===== config.mk =====
export PLATFORM = sky130hd
export DESIGN_NAME = sd_kin_sequencer
export DESIGN_NICKNAME = d
export VERILOG_FILES = /design/src/rtl/sd_kin_sequencer.sv
export SDC_FILE = /design/constraint.sdc
export NUM_CORES = 1
export LEC_CHECK = 0
export BUFFER_PORTS_ARGS = -buffer_cell sky130_fd_sc_hd__buf_2
export CORE_MARGIN = 5
export CORE_UTILIZATION = 55
export CTS_CLUSTER_SIZE = 30
export DETAILED_ROUTE_END_ITERATION = 10
export PLACE_DENSITY = 0.75
export SLEW_MARGIN = 20
export SYNTH_ARGS = -nofsm -noshare
export SYNTH_HDL_FRONTEND = slang
export SYNTH_SLANG_ARGS = --single-unit

===== constraint.sdc =====
create_clock -name clk -period 46.8 [get_ports clk]
set_input_delay 2.34 -clock clk [delete_from_list [all_inputs] [get_ports clk]]
set_output_delay 2.34 -clock clk [all_outputs]
set_load 0.05 [all_outputs]

===== src/rtl/sd_kin_sequencer.sv =====
// Ping-pong schedule controller for the two-input sigma-delta modulator.
// Steps through a table of {word, dwell} entries and preloads the idle kin port with the next word.
module sd_kin_sequencer #(
  parameter int BITWIDTH = 40,
  parameter int DEPTH    = 8,
  parameter int AW       = 3,
  parameter int CNTW     = 16
) (
  input  logic                clk,
  input  logic                reset,
  input  logic                cfg_we,
  input  logic [AW-1:0]       cfg_addr,
  input  logic [BITWIDTH-1:0] cfg_value,
  input  logic [CNTW-1:0]     cfg_dwell,
  input  logic [AW:0]         cfg_len,
  input  logic                loop,
  input  logic                start,
  input  logic                stop,
  output logic [BITWIDTH-1:0] kin1,
  output logic [BITWIDTH-1:0] kin2,
  output logic                muxin1,
  output logic [AW-1:0]       seg_idx,
  output logic                busy,
  output logic                done
);

  // state | meaning
  // IDLE  | outputs hold, table writable, waiting for start
  // RUN   | presenting entries, dwell counter active
  typedef enum logic {S_IDLE, S_RUN} state_t;

  localparam logic [AW:0] DEPTH_L = (AW+1)'(DEPTH);

  state_t              state;
  logic [BITWIDTH-1:0] tbl_value [DEPTH];
  logic [CNTW-1:0]     tbl_dwell [DEPTH];
  logic [CNTW-1:0]     cnt;
  logic [AW:0]         len_r;
  logic                loop_r;

  logic [AW:0]         len_eff;
  logic                last_seg;
  logic [AW-1:0]       nxt_idx;
  logic [AW-1:0]       reload_idx;
  logic [AW-1:0]       start_kin2_idx;

  function automatic logic [CNTW-1:0] eff_dwell(input logic [CNTW-1:0] d);
    return (d == '0) ? CNTW'(1) : d;
  endfunction

  always_comb begin
    len_eff        = (cfg_len > DEPTH_L) ? DEPTH_L : cfg_len;
    start_kin2_idx = (len_eff == (AW+1)'(1)) ? '0 : AW'(1);
    last_seg       = ({1'b0, seg_idx} == (len_r - (AW+1)'(1)));
    nxt_idx        = last_seg ? '0 : seg_idx + AW'(1);
    // Word to preload behind the newly selected port: the entry after nxt, wrapping at len_r.
    reload_idx     = (({1'b0, nxt_idx} + (AW+1)'(1)) == len_r) ? '0 : nxt_idx + AW'(1);
  end

  always_ff @(posedge clk or posedge reset) begin
    if (reset) begin
      for (int i = 0; i < DEPTH; i++) begin
        tbl_value[i] <= '0;
        tbl_dwell[i] <= '0;
      end
    end else if (cfg_we && !busy) begin
      tbl_value[cfg_addr] <= cfg_value;
      tbl_dwell[cfg_addr] <= cfg_dwell;
    end
  end

  always_ff @(posedge clk or posedge reset) begin
    if (reset) begin
      state   <= S_IDLE;
      kin1    <= '0;
      kin2    <= '0;
      muxin1  <= 1'b0;
      seg_idx <= '0;
      busy    <= 1'b0;
      done    <= 1'b0;
      cnt     <= '0;
      len_r   <= '0;
      loop_r  <= 1'b0;
    end else begin
      done <= 1'b0;
      case (state)
        S_IDLE: begin
          if (start && !stop && (len_eff != '0)) begin
            kin1    <= tbl_value[0];
            kin2    <= tbl_value[start_kin2_idx];
            muxin1  <= 1'b0;
            seg_idx <= '0;
            cnt     <= eff_dwell(tbl_dwell[0]);
            len_r   <= len_eff;
            loop_r  <= loop;
            busy    <= 1'b1;
            state   <= S_RUN;
          end
        end
        S_RUN: begin
          if (stop) begin
            busy  <= 1'b0;
            state <= S_IDLE;
          end else if (cnt > CNTW'(1)) begin
            cnt <= cnt - CNTW'(1);
          end else if (last_seg && !loop_r) begin
            busy  <= 1'b0;
            done  <= 1'b1;
            state <= S_IDLE;
          end else begin
            // Only the port being switched away from is rewritten, so the selected word never glitches.
            muxin1  <= ~muxin1;
            seg_idx <= nxt_idx;
            cnt     <= eff_dwell(tbl_dwell[nxt_idx]);
            if (!muxin1) kin1 <= tbl_value[reload_idx];
            else         kin2 <= tbl_value[reload_idx];
          end
        end
        default: state <= S_IDLE;
      endcase
    end
  end

endmodule

==> flow_metrics.py <==
metrics = {
    "logic_synthesis": {
        "synth_seq_cells": 556,
        "synth_area_sq_um": 26300,
        "async_reset_ff_share_pct": 100,
        "synthMuxAreaShare_pct": 23.4,
        "yosys_warnings": 0,
        "synth_nets": 2327,
        "synth_edf_count": 0,
        "ys_seq_area_share_pct": 53.0,
        "synthCells": 2253,
        "synth_top_family_by_area": "multiplexers",
        "ys.flop_type": "dfrtp_1",
        "synth-simple-area-share_pct": 10.5,
        "ys_types": 74,
        "syn_avg_cell_area_sq_um": 11.7,
        "synth_xor_area_share_pct": 0.595,
        "synthAdderAreaFrac_pct": 0.238,
        "synth_compound_area_share_pct": 9.56,
    },
    "placement": {
        "port_buffers": 154,
        "dp_slack_ns": 40.47,
        "gp_congestion": 0.927,
        "dpl.hpwl_mm": 43.6,
    },
    "cts": {
        "clkLatencyLatePin_ns": 0.62,
        "cts_max_level": 2,
        "clk_path_buf_depth": 3,
        "clk_pin_slew_worst_paths_ns": 0.06,
        "postCtsHoldBufs": 0,
        "cts_setup_buffers": 0,
        "ctsRootBufferMaster": "clkbuf_16",
        "clock_sinks": 556,
        "numCtsBuffers": 57,
        "cts_tree": "done",
        "post_cts_resized": 0,
    },
    "floorplanning": {
        "start_util_pct": 55.3,
        "die_area_sq_um": 52200,
        "die-height_um": 229,
        "rows": 80,
        "die_x_um": 229,
        "io_pins": 155,
        "core_area_sq_um": 47500,
    },
    "timing": {
        "max_freq_ghz": 0.163,
        "setup_tns_ns": 0,
        "fin_crit_ns": 6.12,
        "grt_setup_unrepaired": "false",
        "final_hold_viol_count": 0,
        "worst_slack_ns": 40.68,
        "clock_skew_ns": 0.0391,
        "maxSlewHeadroom_pct": 18.7,
        "worst_pin_slew_ns": 1.19,
        "slew_violations": 0,
        "finalSetupViolCount": 0,
        "timing.final.crit_share_pct": 13.1,
    },
    "flow_run": {
        "maxCapViolations": 0,
    },
    "finish": {
        "fillers": 3611,
        "final_util_pct": 62.3,
        "drive_gt1_share_pct": 34.5,
        "area_delta_synth_final_pct": 12.7,
        "final_cell_mix": "555 x dfrtp_1, 450 x mux2_2, 358 x nand2_1",
        "nets": 2427,
        "final_common_cell": "dfrtp_1",
    },
    "drt": {
        "dr.pass1.iters": 5,
        "viasPerCell": 6.47,
        "wl_mm": 74.6,
        "ant_nets": 0,
        "drcViolationCount": 0,
        "wire_per_inst_um": 24.7,
        "drt_iter0_drc": 1878,
        "dr_total_vias": 19534,
    },
    "setup_path": {
        "worst_setup_path_end_kind": "register",
        "crit_type": "reg -> reg",
        "reg2reg_slack_ns": 40.68,
        "start_kind": "register",
        "r2r-end": "kin2[28]$_DFFE_PP0P_",
        "worst-path-max-fanout": 82,
        "reg2regPathDepth": 16,
        "cp.required_ns": 47.26,
        "rr_startpoint": "seg_idx[0]$_DFFE_PP0P_",
        "cp.arrival_ns": 6.58,
    },
    "global_route": {
        "grt_use_total_pct": 28.1,
        "grt_pass1_vias": 20169,
        "grt_pass1_wl_mm": 117,
        "overflow": 0,
        "antenna_found_initial": 6,
        "grt_max_degree": 182,
    },
    "worst_hold_path": {
        "min_to": "tbl_dwell[19]$_DFFE_PP0P_",
        "min_from": "tbl_dwell[19]$_DFFE_PP0P_",
        "min_path_type": "reg -> reg",
        "whs_path_depth": 1,
    },
    "outcome": {
        "run_status": "finished clean",
    },
    "pwr": {
        "powerDensity_nw_per_um2": 60.7,
        "total_power_mw": 1.80,
        "ir_drop_uv": 32.1,
        "p_leak_nw": 13.2,
    },
}
-- worst max-delay path by stage --
stage | startpoint | to | cells after the start
final | seg_idx[0]$_DFFE_PP0P_ | kin2[28]$_DFFE_PP0P_ | 16
after global routing | len_r[0]$_DFFE_PP0P_ | kin2[16]$_DFFE_PP0P_ | 17
after CTS | len_r[0]$_DFFE_PP0P_ | kin1[38]$_DFFE_PP0P_ | 17
after detailed placement | len_r[0]$_DFFE_PP0P_ | kin1[1]$_DFFE_PP0P_ | 17
after global placement | seg_idx[0]$_DFFE_PP0P_ | kin1[13]$_DFFE_PP0P_ | 16
after floorplan | reset | busy$_DFFE_PP0P_ | 1
-- sequential cells by signal (all words and copies together), names as in the netlist --
signal / flops
done: 1
muxin1: 1
kin2: 40
kin1: 40
tbl_value: 320
state: 1
tbl_dwell: 128
len_r: 4
cnt: 16
loop_r: 1
seg_idx: 3
busy: 1
-- synthesized netlist by cell type (all sizes together), types with 2 or more instances --
cell	count	area, sq um
a2111oi	6	52.6
a211oi	2	15.0
a21oi	106	531
a221oi	62	543
a22o	14	123
a22oi	15	126
a311oi	6	52.6
a31o	2	17.5
a31oi	15	93.8
a32oi	5	43.8
and3	27	169
buf	40	231
clkbuf	113	424
dfrtp	556	13900
ha	5	62.6
inv	20	75.1
mux2	450	5070
mux2i	53	531
mux4	24	541
nand2	361	1360
nand2b	3	18.8
nand3	54	270
nand3b	6	45.0
nand4	4	25.0
nor2	89	337
nor3	46	280
nor3b	6	45.0
nor4	12	81.3
o2111ai	4	35.0
o211ai	13	97.6
o21a	5	37.5
o21ai	41	209
o221a	25	282
o221ai	3	26.3
o22ai	4	25.0
o2bb2ai	3	26.3
o31ai	5	37.5
or2	3	18.8
or3	8	50.1
or4	3	30.0
xnor2	6	60.1
xor2	11	96.3
-- logic make-up (layout without fill, tap and decap cells) --
group / count (synthesis) / after routing
other: 0 / 5
adders and majority gates: 5 / 5
buffers and inverters: 174 / 319
DFF: 556 / 556
and+or+nand+nor: 625 / 625
AOI/OAI and AO/OA: 349 / 349
muxes: 527 / 527
xor gates and xnor gates: 17 / 17
-- where the power goes --
part / leakage, nW / switching, mW / internal (mW)
clock: 0.987 / 0.190 / 0.289
sequential: 6.80 / 0.126 / 0.660
combinational: 5.42 / 0.311 / 0.222
total: 13.2 / 0.626 / 1.17
-- critical path, stage by stage (launching register included) --
cell	delay, ns
dfrtp_1	0.33
buf_4	0.39
inv_1	0.37
o21ai_0	0.30
a2bb2oi_4	0.16
buf_4	0.85
inv_2	0.47
ha_1	0.55
xor2_1	0.18
a21oi_1	0.16
a21boi_2	0.32
o21ai_2	0.27
nand2_2	0.13
buf_4	0.47
mux4_2	0.59
a221oi_1	0.30
nand2_1	0.09
-- area by class of cell --
cell class	count	area [sq um]	share of cell area (%)
inverters	21	86.3	0.292
diodes	5	12.5	0.0423
well taps	615	769	2.60
clock inverters	21	294	0.993
clock buffers	83	1700	5.73
multi-input cells	1523	11700	39.6
flip-flops and latches	556	13900	47.0
repair buffers	194	1100	3.72
-- per-layer routing --
| metal | GRT usage (%) | share of wire (%) |
|---|---|---|
| met5 | 0 | 0.011 |
| met4 | 10.7 | 3.4 |
| met3 | 5.66 | 8.3 |
| met2 | 45.3 | 48 |
| met1 | 37.9 | 41 |
-- through the flow --
step	area (sq um)	instances	hold WS (ns)
after detailed placement	27600	2908	0.491
after floorplan	26300	2253	0.472
after CTS	29600	3012	0.504
after global routing	29600	3015	0.509
final	29600	3018	0.503
after global placement	27600	2907	0.481
No activity file was read; power rests on OpenSTA's default activity.
